File: src/rtl/turbo_encoder_core_if.sv
// Stream, control and output bundle of turbo_encoder_core.
// The core connects through the slave modport; the driving side uses master.
interface turbo_encoder_core_if #(
    parameter int unsigned KW = 13,
    parameter int unsigned FW = 10
);
    logic          start;
    logic [KW-1:0] blk_len;
    logic          ck1;
    logic          ck1_valid;
    logic          ck1_ready;
    logic          ck2;
    logic          ck2_valid;
    logic          read_request;
    logic          out_valid;
    logic          xk1;
    logic          zk1;
    logic          xk2;
    logic          zk2;
    logic          out_tail;
    logic          out_last;
    logic          busy;
    logic [FW-1:0] fifo_used;
    logic          err_len;

    modport master (
        output start, blk_len, ck1, ck1_valid, ck2, ck2_valid,
        input  ck1_ready, read_request, out_valid, xk1, zk1, xk2, zk2,
               out_tail, out_last, busy, fifo_used, err_len
    );

    modport slave (
        input  start, blk_len, ck1, ck1_valid, ck2, ck2_valid,
        output ck1_ready, read_request, out_valid, xk1, zk1, xk2, zk2,
               out_tail, out_last, busy, fifo_used, err_len
    );
endinterface

File: src/rtl/turbo_encoder_core.sv
// Rate-1/3 turbo encoder: two 8-state RSC encoders (fb 1+D^2+D^3, parity 1+D+D^3),
// a skew FIFO on the systematic stream and 12-bit trellis termination.
module turbo_encoder_core #(
    parameter int unsigned KMAX       = 6144,
    parameter int unsigned KMIN       = 40,
    parameter int unsigned FIFO_DEPTH = 512,
    parameter int unsigned KW         = $clog2(KMAX + 1),
    parameter int unsigned FW         = $clog2(FIFO_DEPTH + 1)
) (
    input logic                clk,
    input logic                aclr,
    turbo_encoder_core_if.slave bus
);
    localparam int unsigned AW = (FIFO_DEPTH > 1) ? $clog2(FIFO_DEPTH) : 1;

    typedef enum logic [1:0] {StIdle, StData, StTail1, StTail2} state_e;

    state_e        state_q, state_d;
    logic [KW-1:0] k_q, k_d, cnt_q, cnt_d;
    logic [1:0]    tail_q, tail_d;
    // Encoder state packed as {s1, s2, s3}.
    logic [2:0]    enc1_q, enc1_d, enc2_q, enc2_d;
    logic          valid_q, valid_d, xk1_q, xk1_d, zk1_q, zk1_d;
    logic          xk2_q, xk2_d, zk2_q, zk2_d;
    logic          tail_out_q, tail_out_d, last_q, last_d, err_q, err_d;
    logic          a1, a2;

    logic          mem [FIFO_DEPTH];
    logic [AW-1:0] wr_ptr_q, rd_ptr_q;
    logic [FW-1:0] used_q;
    logic          fifo_full, fifo_empty, push, step, len_ok, head;

    assign fifo_full        = (used_q == FW'(FIFO_DEPTH));
    assign fifo_empty       = (used_q == '0);
    assign push             = bus.ck1_valid && !fifo_full;
    assign bus.read_request = (state_q == StData) && !fifo_empty;
    assign step             = bus.read_request && bus.ck2_valid;
    assign head             = mem[rd_ptr_q];
    assign len_ok           = (bus.blk_len >= KW'(KMIN)) && (bus.blk_len <= KW'(KMAX));

    always_ff @(posedge clk) begin
        if (push) begin
            mem[wr_ptr_q] <= bus.ck1;
        end
    end

    // Full is evaluated on the pre-pop occupancy, so a full FIFO refuses a write
    // even when the same cycle pops.
    always_ff @(posedge clk) begin
        if (aclr) begin
            wr_ptr_q <= '0;
            rd_ptr_q <= '0;
            used_q   <= '0;
        end else begin
            if (push) wr_ptr_q <= wr_ptr_q + AW'(1);
            if (step) rd_ptr_q <= rd_ptr_q + AW'(1);
            case ({push, step})
                2'b10:   used_q <= used_q + FW'(1);
                2'b01:   used_q <= used_q - FW'(1);
                default: used_q <= used_q;
            endcase
        end
    end

    always_ff @(posedge clk) begin
        if (aclr) state_q <= StIdle;
        else      state_q <= state_d;
    end

    always_comb begin
        state_d = state_q;
        case (state_q)
            StIdle:  if (bus.start && len_ok) state_d = StData;
            StData:  if (step && (cnt_q + KW'(1)) == k_q) state_d = StTail1;
            StTail1: if (tail_q == 2'd2) state_d = StTail2;
            StTail2: if (tail_q == 2'd2) state_d = StIdle;
            default: state_d = StIdle;
        endcase
    end

    always_comb begin
        k_d        = k_q;
        cnt_d      = cnt_q;
        tail_d     = 2'd0;
        enc1_d     = enc1_q;
        enc2_d     = enc2_q;
        err_d      = err_q;
        valid_d    = 1'b0;
        xk1_d      = 1'b0;
        zk1_d      = 1'b0;
        xk2_d      = 1'b0;
        zk2_d      = 1'b0;
        tail_out_d = 1'b0;
        last_d     = 1'b0;
        a1         = head ^ enc1_q[1] ^ enc1_q[0];
        a2         = bus.ck2 ^ enc2_q[1] ^ enc2_q[0];
        case (state_q)
            StIdle: begin
                if (bus.start) begin
                    if (len_ok) begin
                        k_d    = bus.blk_len;
                        cnt_d  = '0;
                        err_d  = 1'b0;
                        enc1_d = '0;
                        enc2_d = '0;
                    end else begin
                        err_d = 1'b1;
                    end
                end
            end
            StData: begin
                if (step) begin
                    cnt_d   = cnt_q + KW'(1);
                    enc1_d  = {a1, enc1_q[2:1]};
                    enc2_d  = {a2, enc2_q[2:1]};
                    valid_d = 1'b1;
                    xk1_d   = head;
                    zk1_d   = a1 ^ enc1_q[2] ^ enc1_q[0];
                    xk2_d   = bus.ck2;
                    zk2_d   = a2 ^ enc2_q[2] ^ enc2_q[0];
                end
            end
            // Tail input s2^s3 cancels the feedback, shifting a zero into s1.
            StTail1: begin
                tail_d     = (tail_q == 2'd2) ? 2'd0 : tail_q + 2'd1;
                valid_d    = 1'b1;
                tail_out_d = 1'b1;
                xk1_d      = enc1_q[1] ^ enc1_q[0];
                zk1_d      = enc1_q[2] ^ enc1_q[0];
                enc1_d     = {1'b0, enc1_q[2:1]};
            end
            StTail2: begin
                tail_d     = (tail_q == 2'd2) ? 2'd0 : tail_q + 2'd1;
                valid_d    = 1'b1;
                tail_out_d = 1'b1;
                last_d     = (tail_q == 2'd2);
                xk2_d      = enc2_q[1] ^ enc2_q[0];
                zk2_d      = enc2_q[2] ^ enc2_q[0];
                enc2_d     = {1'b0, enc2_q[2:1]};
            end
            default: ;
        endcase
    end

    always_ff @(posedge clk) begin
        if (aclr) begin
            k_q        <= '0;
            cnt_q      <= '0;
            tail_q     <= '0;
            enc1_q     <= '0;
            enc2_q     <= '0;
            err_q      <= 1'b0;
            valid_q    <= 1'b0;
            xk1_q      <= 1'b0;
            zk1_q      <= 1'b0;
            xk2_q      <= 1'b0;
            zk2_q      <= 1'b0;
            tail_out_q <= 1'b0;
            last_q     <= 1'b0;
        end else begin
            k_q        <= k_d;
            cnt_q      <= cnt_d;
            tail_q     <= tail_d;
            enc1_q     <= enc1_d;
            enc2_q     <= enc2_d;
            err_q      <= err_d;
            valid_q    <= valid_d;
            xk1_q      <= xk1_d;
            zk1_q      <= zk1_d;
            xk2_q      <= xk2_d;
            zk2_q      <= zk2_d;
            tail_out_q <= tail_out_d;
            last_q     <= last_d;
        end
    end

    assign bus.ck1_ready = !fifo_full;
    assign bus.out_valid = valid_q;
    assign bus.xk1       = xk1_q;
    assign bus.zk1       = zk1_q;
    assign bus.xk2       = xk2_q;
    assign bus.zk2       = zk2_q;
    assign bus.out_tail  = tail_out_q;
    assign bus.out_last  = last_q;
    assign bus.busy      = (state_q != StIdle);
    assign bus.fifo_used = used_q;
    assign bus.err_len   = err_q;
endmodule

File: src/flat_wrapper.sv
// flat-port wrapper written by rule: the top's interface ports become plain ports
module turbo_encoder_core_flat 
#(
    parameter int unsigned KMAX       = 6144,
    parameter int unsigned KMIN       = 40,
    parameter int unsigned FIFO_DEPTH = 512,
    parameter int unsigned KW         = $clog2(KMAX + 1),
    parameter int unsigned FW         = $clog2(FIFO_DEPTH + 1)
)
  (clk, aclr, bus_start, bus_blk_len, bus_ck1, bus_ck1_valid, bus_ck2, bus_ck2_valid, bus_ck1_ready, bus_read_request, bus_out_valid, bus_xk1, bus_zk1, bus_xk2, bus_zk2, bus_out_tail, bus_out_last, bus_busy, bus_fifo_used, bus_err_len);
  turbo_encoder_core_if #(.KW(KW), .FW(FW)) bus_i ();
  input logic clk;
  input logic aclr;
  input wire logic [$bits(bus_i.start)-1:0] bus_start;
  input wire logic [$bits(bus_i.blk_len)-1:0] bus_blk_len;
  input wire logic [$bits(bus_i.ck1)-1:0] bus_ck1;
  input wire logic [$bits(bus_i.ck1_valid)-1:0] bus_ck1_valid;
  input wire logic [$bits(bus_i.ck2)-1:0] bus_ck2;
  input wire logic [$bits(bus_i.ck2_valid)-1:0] bus_ck2_valid;
  output wire logic [$bits(bus_i.ck1_ready)-1:0] bus_ck1_ready;
  output wire logic [$bits(bus_i.read_request)-1:0] bus_read_request;
  output wire logic [$bits(bus_i.out_valid)-1:0] bus_out_valid;
  output wire logic [$bits(bus_i.xk1)-1:0] bus_xk1;
  output wire logic [$bits(bus_i.zk1)-1:0] bus_zk1;
  output wire logic [$bits(bus_i.xk2)-1:0] bus_xk2;
  output wire logic [$bits(bus_i.zk2)-1:0] bus_zk2;
  output wire logic [$bits(bus_i.out_tail)-1:0] bus_out_tail;
  output wire logic [$bits(bus_i.out_last)-1:0] bus_out_last;
  output wire logic [$bits(bus_i.busy)-1:0] bus_busy;
  output wire logic [$bits(bus_i.fifo_used)-1:0] bus_fifo_used;
  output wire logic [$bits(bus_i.err_len)-1:0] bus_err_len;
  assign bus_i.start = bus_start;
  assign bus_i.blk_len = bus_blk_len;
  assign bus_i.ck1 = bus_ck1;
  assign bus_i.ck1_valid = bus_ck1_valid;
  assign bus_i.ck2 = bus_ck2;
  assign bus_i.ck2_valid = bus_ck2_valid;
  assign bus_ck1_ready = bus_i.ck1_ready;
  assign bus_read_request = bus_i.read_request;
  assign bus_out_valid = bus_i.out_valid;
  assign bus_xk1 = bus_i.xk1;
  assign bus_zk1 = bus_i.zk1;
  assign bus_xk2 = bus_i.xk2;
  assign bus_zk2 = bus_i.zk2;
  assign bus_out_tail = bus_i.out_tail;
  assign bus_out_last = bus_i.out_last;
  assign bus_busy = bus_i.busy;
  assign bus_fifo_used = bus_i.fifo_used;
  assign bus_err_len = bus_i.err_len;
  turbo_encoder_core #(.KMAX(KMAX), .KMIN(KMIN), .FIFO_DEPTH(FIFO_DEPTH), .KW(KW), .FW(FW)) u_core (.clk(clk), .aclr(aclr), .bus(bus_i));
endmodule
File: config.mk
export PLATFORM = sky130hd
export DESIGN_NAME = turbo_encoder_core_flat
export DESIGN_NICKNAME = d
export VERILOG_FILES = /design/src/rtl/turbo_encoder_core_if.sv /design/src/rtl/turbo_encoder_core.sv /design/src/flat_wrapper.sv
export SDC_FILE = /design/constraint.sdc
export NUM_CORES = 1
export LEC_CHECK = 0
export ABC_AREA = 0
export CELL_PAD_IN_SITES_DETAIL_PLACEMENT = 1
export CELL_PAD_IN_SITES_GLOBAL_PLACEMENT = 1
export CORE_UTILIZATION = 28
export DETAILED_ROUTE_END_ITERATION = 7
export HOLD_SLACK_MARGIN = 0.02
export PLACE_DENSITY_LB_ADDON = 0.1
export SLEW_MARGIN = 20
export SYNTH_ARGS = -nofsm -noshare
export SYNTH_HDL_FRONTEND = slang
export SYNTH_SLANG_ARGS = --single-unit
File: constraint.sdc
create_clock -name clk -period 8.1 [get_ports clk]
set_clock_uncertainty 0.1 [all_clocks]
set_input_delay 2.43 -clock clk [delete_from_list [all_inputs] [get_ports clk]]
set_output_delay 2.43 -clock clk [all_outputs]
set_load 0.1 [all_outputs]
== After elaboration in Yosys (flattened, before gate mapping) ==
Memory sizes are Yosys's and may differ from the RTL's. A register that Yosys moved wholly into a read port is not among the register bits.
Index checks and enable logic that the tools add are counted.
Operators by class
  equality and inequality tests: 15
  $add $sub $neg: 6
  reductions and logical operators: 24
  bitwise logic cells: 14
  $lt $le $gt $ge: 2
  muxes and demuxes: 32
Operators with widths (number)
  $mux W13: 3
  $pmux W13 S2: 1
  $pmux W10 S2: 1
  $add A9 B1 Y9 const B: 2
  $mux W9: 2
  $pmux W3 S3: 2
  $reduce_and A4 Y1: 4
  $add A13 B1 Y13 const B: 1
  $eq A13 B13 Y1: 1
  $ge A13 B6 Y1 const B: 1
  $le A13 B13 Y1 const B: 1
  $mux W3: 4
  $xor A1 B1 Y1: 12
  $add A10 B1 Y10 const B: 1
  $eq A10 B10 Y1 const B: 1
  $logic_not A10 Y1: 1
  $ne A2 B1 Y1 const B: 5
  $pmux W1 S2: 5
  $sub A10 B1 Y10 const B: 1
  $mux W1: 9
  $eq A2 B2 Y1 const B: 4
  $mux W2: 4
  $pmux W2 S4: 1
  $logic_and A1 B1 Y1: 6
  12 further kinds: 20
Word-level totals
  logic and storage cells: 111
  bits of input ports: 20
  RAM bits: 512
  memories kept: 1
  output and inout port bits: 21
  register bits after elaboration: 72
Memory list
  u_core.mem: depth 512, width 1, rd ports 1, clocked after Yosys merged registers in 1, write ports 1, line turbo_encoder_core.sv:28  | logic mem [FIFO_DEPTH];

== Logic depth before layout (Yosys ltp) ==
Gate-level depths: netlist (run 1).
  depth in word-level cells: 7
  mapped depth: 19
  mapped depth without buffers: 15

== Worst setup path before layout (run 1) ==
Ideal clock, no wire load.
  kind: reg2reg
  start point: reg u_core.used_q[1], in the netlist u_core.bus.fifo_used[1]
  end point: reg u_core.used_q[8], in the netlist u_core.bus.fifo_used[8]
  required time: 7872 ps
  period minus slack after synthesis: 5788 ps
  stages on the path, launching flop included: 20
  setup slack: 2312 ps
  arrival time: 5561 ps
  path buffers: 4
  setup time: 128 ps
  path through: dfxtp_1 clkbuf_1 nor4_1 nand4_1 and2_1 clkbuf_1 inv_1 ha_1 clkbuf_1 clkbuf_1 xor2_1 ha_1 a21boi_0 o221ai_1 nand2_1 a32o_1 or3_1 a31oi_1 xnor2_1 nor2_1
Between the ends
  elaborated cells on any way between the ends: 13
  those cells by class: add/sub: 2; eq/ne: 3; mux: 1; reduce/logical: 7
RTL lines
  start: declaration: line turbo_encoder_core.sv:30  | logic [FW-1:0] used_q;
  start signal: assignment: line turbo_encoder_core.sv:58  | 2'b10: used_q <= used_q + FW'(1);
  start signal: assignment: line turbo_encoder_core.sv:59  | 2'b01: used_q <= used_q - FW'(1);
  start signal: assignment: line turbo_encoder_core.sv:60  | default: used_q <= used_q;
  $eq A10 B10 Y1 (*): line turbo_encoder_core.sv:33  | assign fifo_full = (used_q == FW'(FIFO_DEPTH));
  $logic_not A1 Y1 (*)
  net bus_ck1_ready: line flat_wrapper.sv:20  | output wire logic [$bits(bus_i.ck1_ready)-1:0] bus_ck1_ready;
  $logic_and A1 B1 Y1 (*): line turbo_encoder_core.sv:35  | assign push = bus.ck1_valid && !fifo_full;
  $eq A2 B1 Y1 / $eq A2 B2 Y1 (equally long branches): line turbo_encoder_core.sv:57  | case ({push, step})
  $pmux W10 S2 / $reduce_bool A2 Y1 (equally long branches)
The timed path passes the listed nets; every way through them passes the cells marked *.
A chain may end at the register's enable or synchronous reset.

== Worst setup path in the final report (run 1) ==
  start point: in bus_ck2_valid
  end point: reg u_core.used_q[8], in the netlist u_core.bus.fifo_used[8]
Between the ends
  cells in the longest elaborated chain, start to end: 3
  elaborated cells on any way between the ends: 5
  those cells by class: eq/ne: 2; mux: 1; reduce/logical: 2
Ends and longest elaborated chain
  start: declaration: line flat_wrapper.sv:19  | input wire logic [$bits(bus_i.ck2_valid)-1:0] bus_ck2_valid;
  $logic_and A1 B1 Y1 (*): line turbo_encoder_core.sv:37  | assign step = bus.read_request && bus.ck2_valid;
  $eq A2 B1 Y1 / $eq A2 B2 Y1 (equally long branches): line turbo_encoder_core.sv:57
  $pmux W10 S2 / $reduce_bool A2 Y1 (equally long branches)
Mark *: on every way between the ends. The rest lies on a longest branch, timed or not.

==> results of run 1 <==
[worst min path at each step]
stage                     startpoint          endpoint  slack [ps]  depth (start not counted)
global placement    u_core.tail_q[0]  u_core.tail_q[0]         310                          1
detailed placement  u_core.tail_q[0]  u_core.tail_q[0]         330                          1
global route        u_core.tail_q[0]  u_core.tail_q[0]         380                          1
floorplan           u_core.tail_q[0]  u_core.tail_q[0]         300                          1
finish              u_core.tail_q[0]  u_core.tail_q[0]         340                          1
CTS                 u_core.tail_q[0]  u_core.tail_q[0]         340                          1
[state kept, by name (all words and copies together) (netlist names), 3 cells and up, named ones only]
name                  flops
u_core.bus.fifo_used     10
u_core.cnt_q             13
u_core.enc1_q             3
u_core.enc2_q             3
u_core.k_q               13
u_core.mem              512
u_core.rd_ptr_q           9
u_core.wr_ptr_q           9
[critical path, cell delays in order]
cell             delay, ps
clkdlybuf4s50_1        460
o211ai_1               300
inv_1                  490
ha_1                   710
xor2_1                 150
ha_1                   250
o21a_1                 170
o221ai_1               230
nand2_1                130
a32o_1                 310
or3_1                  360
a31oi_1                180
xnor2_1                150
nor2_1                  50
[cells in the final DEF (no fill, tap or decap), types with 17 or more instances in the layout]
| cell | synthesis | final |
|---|---|---|
| nor2_1 | 595 | 595 |
| clkbuf_16 | 0 | 76 |
| a221oi_1 | 18 | 18 |
| dfxtp_1 | 81 | 77 |
| xor2_1 | 24 | 24 |
| mux2i_1 | 50 | 50 |
| buf_4 | 3 | 31 |
| o22ai_1 | 18 | 18 |
| edfxtp_1 | 512 | 512 |
| mux4_2 | 107 | 107 |
| o21ai_0 | 23 | 23 |
| nand2_1 | 84 | 68 |
| nor3_1 | 17 | 17 |
| a21oi_1 | 31 | 31 |
| clkbuf_1 | 102 | 22 |
| a22oi_1 | 19 | 19 |
| xnor2_1 | 23 | 23 |
| clkdlybuf4s50_1 | 0 | 38 |
| inv_1 | 20 | 20 |
[power by group]
part / switching (mW) / leakage, nW / internal [mW] / total [mW]
clock network: 1.32 / 1.15 / 1.94 / 3.25
logic: 0.509 / 2.50 / 0.299 / 0.808
registers: 0.0525 / 5.26 / 3.35 / 3.40
total: 1.88 / 8.91 / 5.58 / 7.46
[Yosys cell counts (4+ instances only)]
library cell and count:
nor2b_1 8, a22oi_1 19, mux4_1 13, nor3_1 17, nand2_1 84, xnor2_1 23, nand3_1 13, a221oi_1 18
nor4_1 8, inv_1 20, a311oi_1 5, clkbuf_1 102, buf_12 8, buf_6 13, buf_2 17, and3_1 9
o2111ai_1 8, edfxtp_1 512, nand3b_1 5, o22ai_1 18, nor2_1 595, mux2i_1 50, o41ai_1 4, o21a_1 4
nor3b_1 4, a21oi_1 31, o21ai_0 23, and2_1 7, or3_1 12, dfxtp_1 81, ha_1 15, a221oi_2 4
nand4_1 7, buf_1 4, mux4_2 107, a21o_1 8, xor2_1 24, nand2b_1 4
[logic make-up after synthesis]
logic type,after synthesis,synth area share
AOI/OAI and AO/OA,176,0.04869
and+or+nand+nor,791,0.1238
DFF,593,0.6453
xor gates and xnor gates,48,0.01648
adders and majority gates,15,0.007125
muxes,171,0.1239
buffers and inverters,171,0.03477
[per-layer routing]
metal,wire length (µm),global-route usage,up-vias,part of all wire
li1,-,-,7243,-
met1,35100,0.2159,8431,0.45
met2,38250,0.2832,241,0.49
met3,2596,0.02542,95,0.034
met4,1416,0.04235,0,0.018
met5,0,0,-,0
[final cells by class]
type,count,area (µm²),area share
Timing Repair Buffer,74,684.4,0.02268
Multi-Input combinational cell,1201,8473,0.2808
Clock inverter,36,349.1,0.01157
Clock buffer,100,2012,0.06668
Tap cell,1254,1569,0.05200
Inverter,21,78.83,0.002612
Sequential cell,593,17010,0.5636
==> results.sh, run 1 <==
export IMPL_worstReg2RegEnd="u_core.bus.fifo_used[8]"
export IMPL_syn2layout_area_growth_pct=14.55
export IMPL_path_clk_slew_ps=60
export IMPL_core_rowCount=112
export IMPL_dp_cells=3143
export IMPL_cap_violations=0
export IMPL_ctsHoldBuffers=0
export IMPL_grt_start_max_net_pins=212
export IMPL_die_x_um=308.7
export IMPL_async_flop_share=0
export IMPL_post_cts_resize_count=0
export IMPL_htree_levels=3
export IMPL_ys_seq_area_frac=0.6453
export IMPL_die_h_um=308.7
export IMPL_finalNetCount=2000
export IMPL_fin_crit_ps=5996
export IMPL_cts_tree="yes"
export IMPL_diodes=0
export IMPL_cp_required_ps=8480
export IMPL_die_area_um2=95300
export IMPL_syn_avg_cell_area_um2=13.40
export IMPL_routed_wirelength_um=77370
export IMPL_numCtsBuffers=74
export IMPL_yosysWarningCount=0
export IMPL_yosysUniqueCellTypes=78
export IMPL_drc=0
export IMPL_synth_edf_count=512
export IMPL_antenna_found_initial=0
export IMPL_netlist_area_um2=26340
export IMPL_fillers=9785
export IMPL_ff2ff_path_depth=15
export IMPL_synth_flop_cell="edfxtp_1"
export IMPL_hold_path_class="reg -> reg"
export IMPL_drv_slew=0
export IMPL_rsz0062_at_grt="false"
export IMPL_gr_total_overflow=0
export IMPL_synth_seq_cells=593
export IMPL_dpl_cell_area_um2=27810
export IMPL_slew_headroom=0.2802
export IMPL_wl_per_cell_um=23.59
export IMPL_cp_arrival_ps=6380
export IMPL_vias_per_cell=4.883
export IMPL_grt_pass1_wl_um=115000
export IMPL_grtUsageTotal=0.1648
export IMPL_syn_nets=2000
export IMPL_r2r_slack_ps=3130
export IMPL_post_cts_buffers=0
export IMPL_power_leakage_nw=8.910
export IMPL_endpoint="u_core.bus.fifo_used[8]"
export IMPL_start_util=0.2827
export IMPL_detail_route_antenna_nets=0
export IMPL_grt_pass1_vias=17336
export IMPL_end_kind="register"
export IMPL_worst_pin_slew_ps=1066
export IMPL_final_cells=3279
export IMPL_pre_cts_ws_ps=1397
export IMPL_timing_hold_ws_ps=337.7
export IMPL_critPathLaunchType="primary input"
export IMPL_clock_sinks=593
export IMPL_total_power_mw=7.460
export IMPL_core_area_um2=93190
export IMPL_port_buffers=40
export IMPL_yosysTopAreaCellShare=0.5837
export IMPL_clock_latency_ps=620
export IMPL_setup_tns_ps=0
export IMPL_worstPathMaxFanout=19
export IMPL_fmax_ghz=0.1668
export IMPL_setup_violations=0
export IMPL_min_period_over_period=0.7402
export IMPL_peakVddDrop_mv=0.1645
export IMPL_yosysTopAreaCell="edfxtp_1"
export IMPL_drive_gt1_frac=0.1353
export IMPL_critPathLaunch="bus_ck2_valid"
export IMPL_first_pass_iters=5
export IMPL_critPathKind="in -> reg"
export IMPL_vias=16010
export IMPL_clockBufferDepth=3
export IMPL_outcome="finished clean"
export IMPL_synth_area_leaders="edfxtp_1 58%, mux4_2 9.1%, nor2_1 8.5%"
export IMPL_p_per_area_nw_per_um2=247.3
export IMPL_finalHoldViolations=0
export IMPL_setup_ws_ps=2104
export IMPL_fin_util=0.3238
export IMPL_drtIter0Drc=971
export IMPL_gp_congestion=0.7089
export IMPL_root_buffer="clkbuf_16"
export IMPL_rr_startpoint="u_core.bus.fifo_used[1]"
export IMPL_stdcell_area_um2=30170
export IMPL_synth_cells=1965
export IMPL_dp_hpwl_um=43520
export IMPL_num_io_pins=41
Note: power is estimated with default switching activity, not from simulation.
==> run 2: changes to the inputs <==
==> constraint.sdc (replaced) <==
create_clock -name clk -period 5.84 [get_ports clk]
set_clock_uncertainty 0.1 [all_clocks]
set_input_delay 1.752 -clock clk [delete_from_list [all_inputs] [get_ports clk]]
set_output_delay 1.752 -clock clk [all_outputs]
set_load 0.1 [all_outputs]
==> results.sh, run 2 (synthesized netlist as in run 1, its figures left out) <==
export IMPL_total_power_mw=10.09
export IMPL_core_area_um2=93190
export IMPL_detail_route_antenna_nets=0
export IMPL_clockBufferDepth=3
export IMPL_post_cts_resize_count=0
export IMPL_grt_start_max_net_pins=155
export IMPL_top_register="u_core.mem"
export IMPL_hold_path_class="reg -> reg"
export IMPL_critPathLaunch="u_core.state_q[1]"
export IMPL_critPathKind="reg -> out"
export IMPL_grt_util_met3=0.02302
export IMPL_syn2layout_area_growth_pct=14.33
export IMPL_setup_violations=0
export IMPL_vias_per_cell=4.882
export IMPL_fin_util=0.3232
export IMPL_setup_tns_ps=0
export IMPL_final_cells=3275
export IMPL_antenna_found_initial=0
export IMPL_fmax_ghz=0.2009
export IMPL_cap_violations=0
export IMPL_power_leakage_nw=8.938
export IMPL_die_h_um=308.7
export IMPL_rr_startpoint="u_core.bus.fifo_used[1]"
export IMPL_stdcell_area_um2=30120
export IMPL_rsz0062_at_grt="false"
export IMPL_dp_hpwl_um=43470
export IMPL_gp_congestion=0.7208
export IMPL_grt_pass1_wl_um=116400
export IMPL_largest_reg_flops=512
export IMPL_vias=15989
export IMPL_clock_latency_ps=620
export IMPL_peakVddDrop_mv=0.2283
export IMPL_worstPathMaxFanout=12
export IMPL_drv_slew=0
export IMPL_htree_levels=3
export IMPL_grt_pass1_vias=17244
export IMPL_cp_required_ps=3990
export IMPL_pre_cts_ws_ps=658.0
export IMPL_path_clk_slew_ps=60
export IMPL_ctsHoldBuffers=0
export IMPL_port_buffers=40
export IMPL_start_util=0.2827
export IMPL_outcome="finished clean"
export IMPL_numCtsBuffers=73
export IMPL_p_per_area_nw_per_um2=335.2
export IMPL_finalHoldViolations=0
export IMPL_die_x_um=308.7
export IMPL_grtUsageTotal=0.1667
export IMPL_final_common_cell="nor2_1"
export IMPL_slew_headroom=0.2378
export IMPL_wl_per_cell_um=23.73
export IMPL_routed_wirelength_um=77720
export IMPL_use_met1=0.2138
export IMPL_most_common_layout_cells="595 x nor2_1, 512 x edfxtp_1, 107 x mux4_2, 77 x dfxtp_1, 76 x clkbuf_16"
export IMPL_root_buffer="clkbuf_16"
export IMPL_dp_cells=3145
export IMPL_end_kind="output port"
export IMPL_use_met2=0.2920
export IMPL_timing_hold_ws_ps=321.9
export IMPL_first_pass_iters=4
export IMPL_core_rowCount=112
export IMPL_cp_arrival_ps=3130
export IMPL_min_from="u_core.tail_q[0]"
export IMPL_fillers=9802
export IMPL_cts_tree="yes"
export IMPL_clock_sinks=593
export IMPL_dpl_cell_area_um2=27910
export IMPL_min_period_over_period=0.8523
export IMPL_setup_ws_ps=862.5
export IMPL_drc=0
export IMPL_post_cts_buffers=0
export IMPL_num_io_pins=41
export IMPL_drtIter0Drc=908
export IMPL_reg_largest_list="u_core.mem: 512 flops, u_core.cnt_q: 13 flops, u_core.k_q: 13 flops"
export IMPL_finalNetCount=2001
export IMPL_critPathLaunchType="register"
export IMPL_top_usage_layer="met2"
export IMPL_fin_crit_ps=4978
export IMPL_drive_gt1_frac=0.1356
export IMPL_worst_pin_slew_ps=1143
export IMPL_gr_total_overflow=0
export IMPL_die_area_um2=95300
export IMPL_diodes=0
run 2: changes by cell type in the layout (fill, tap and decap cells not counted), sizes merged:
cell	change
clkbuf	+1
inv	-3
bufinv	-6
clkinv	+1
buf	+2
clkinvlp	+1
run 2: critical path, stage by stage, from the launching register on:
cell and delay [ps]:
dfxtp_1 340, inv_1 80, ha_1 530, inv_1 260, nor2_1 150, clkdlybuf4s50_1 1150
run 2: path summary, 6_finish.rpt:
check	endpoint	slack, ps	cells past startpoint
setup / recovery	bus_read_request	860	5
hold reg to reg	u_core.tail_q[0]	320	1
hold / removal	u_core.tail_q[0]	320	1
setup reg to reg	u_core.bus.fifo_used[7]	1870	14
run 2: cell type report:
class	instances	area, µm²	area share
Sequential cell	593	17010	0.5647
Multi-Input combinational cell	1201	8508	0.2825
Clock buffer	101	2066	0.06859
Tap cell	1254	1569	0.05210
Timing Repair Buffer	76	745.7	0.02476
Clock inverter	29	141.4	0.004695
Inverter	21	78.83	0.002617
run 2: power breakdown:
part	switching, mW	total (mW)	internal (mW)
sequential	0.0706	4.71	4.64
combinational	0.709	1.14	0.431
clock	1.78	4.24	2.46
run 2: routing by layer:
| metal | wire (µm) | vias to the layer above | share of wire |
|---|---|---|---|
| met5 | 0 | - | 0 |
| met4 | 1636 | 0 | 0.021 |
| met3 | 2406 | 91 | 0.031 |
| met2 | 39360 | 200 | 0.51 |
| met1 | 34320 | 8468 | 0.44 |
| li1 | - | 7230 | - |
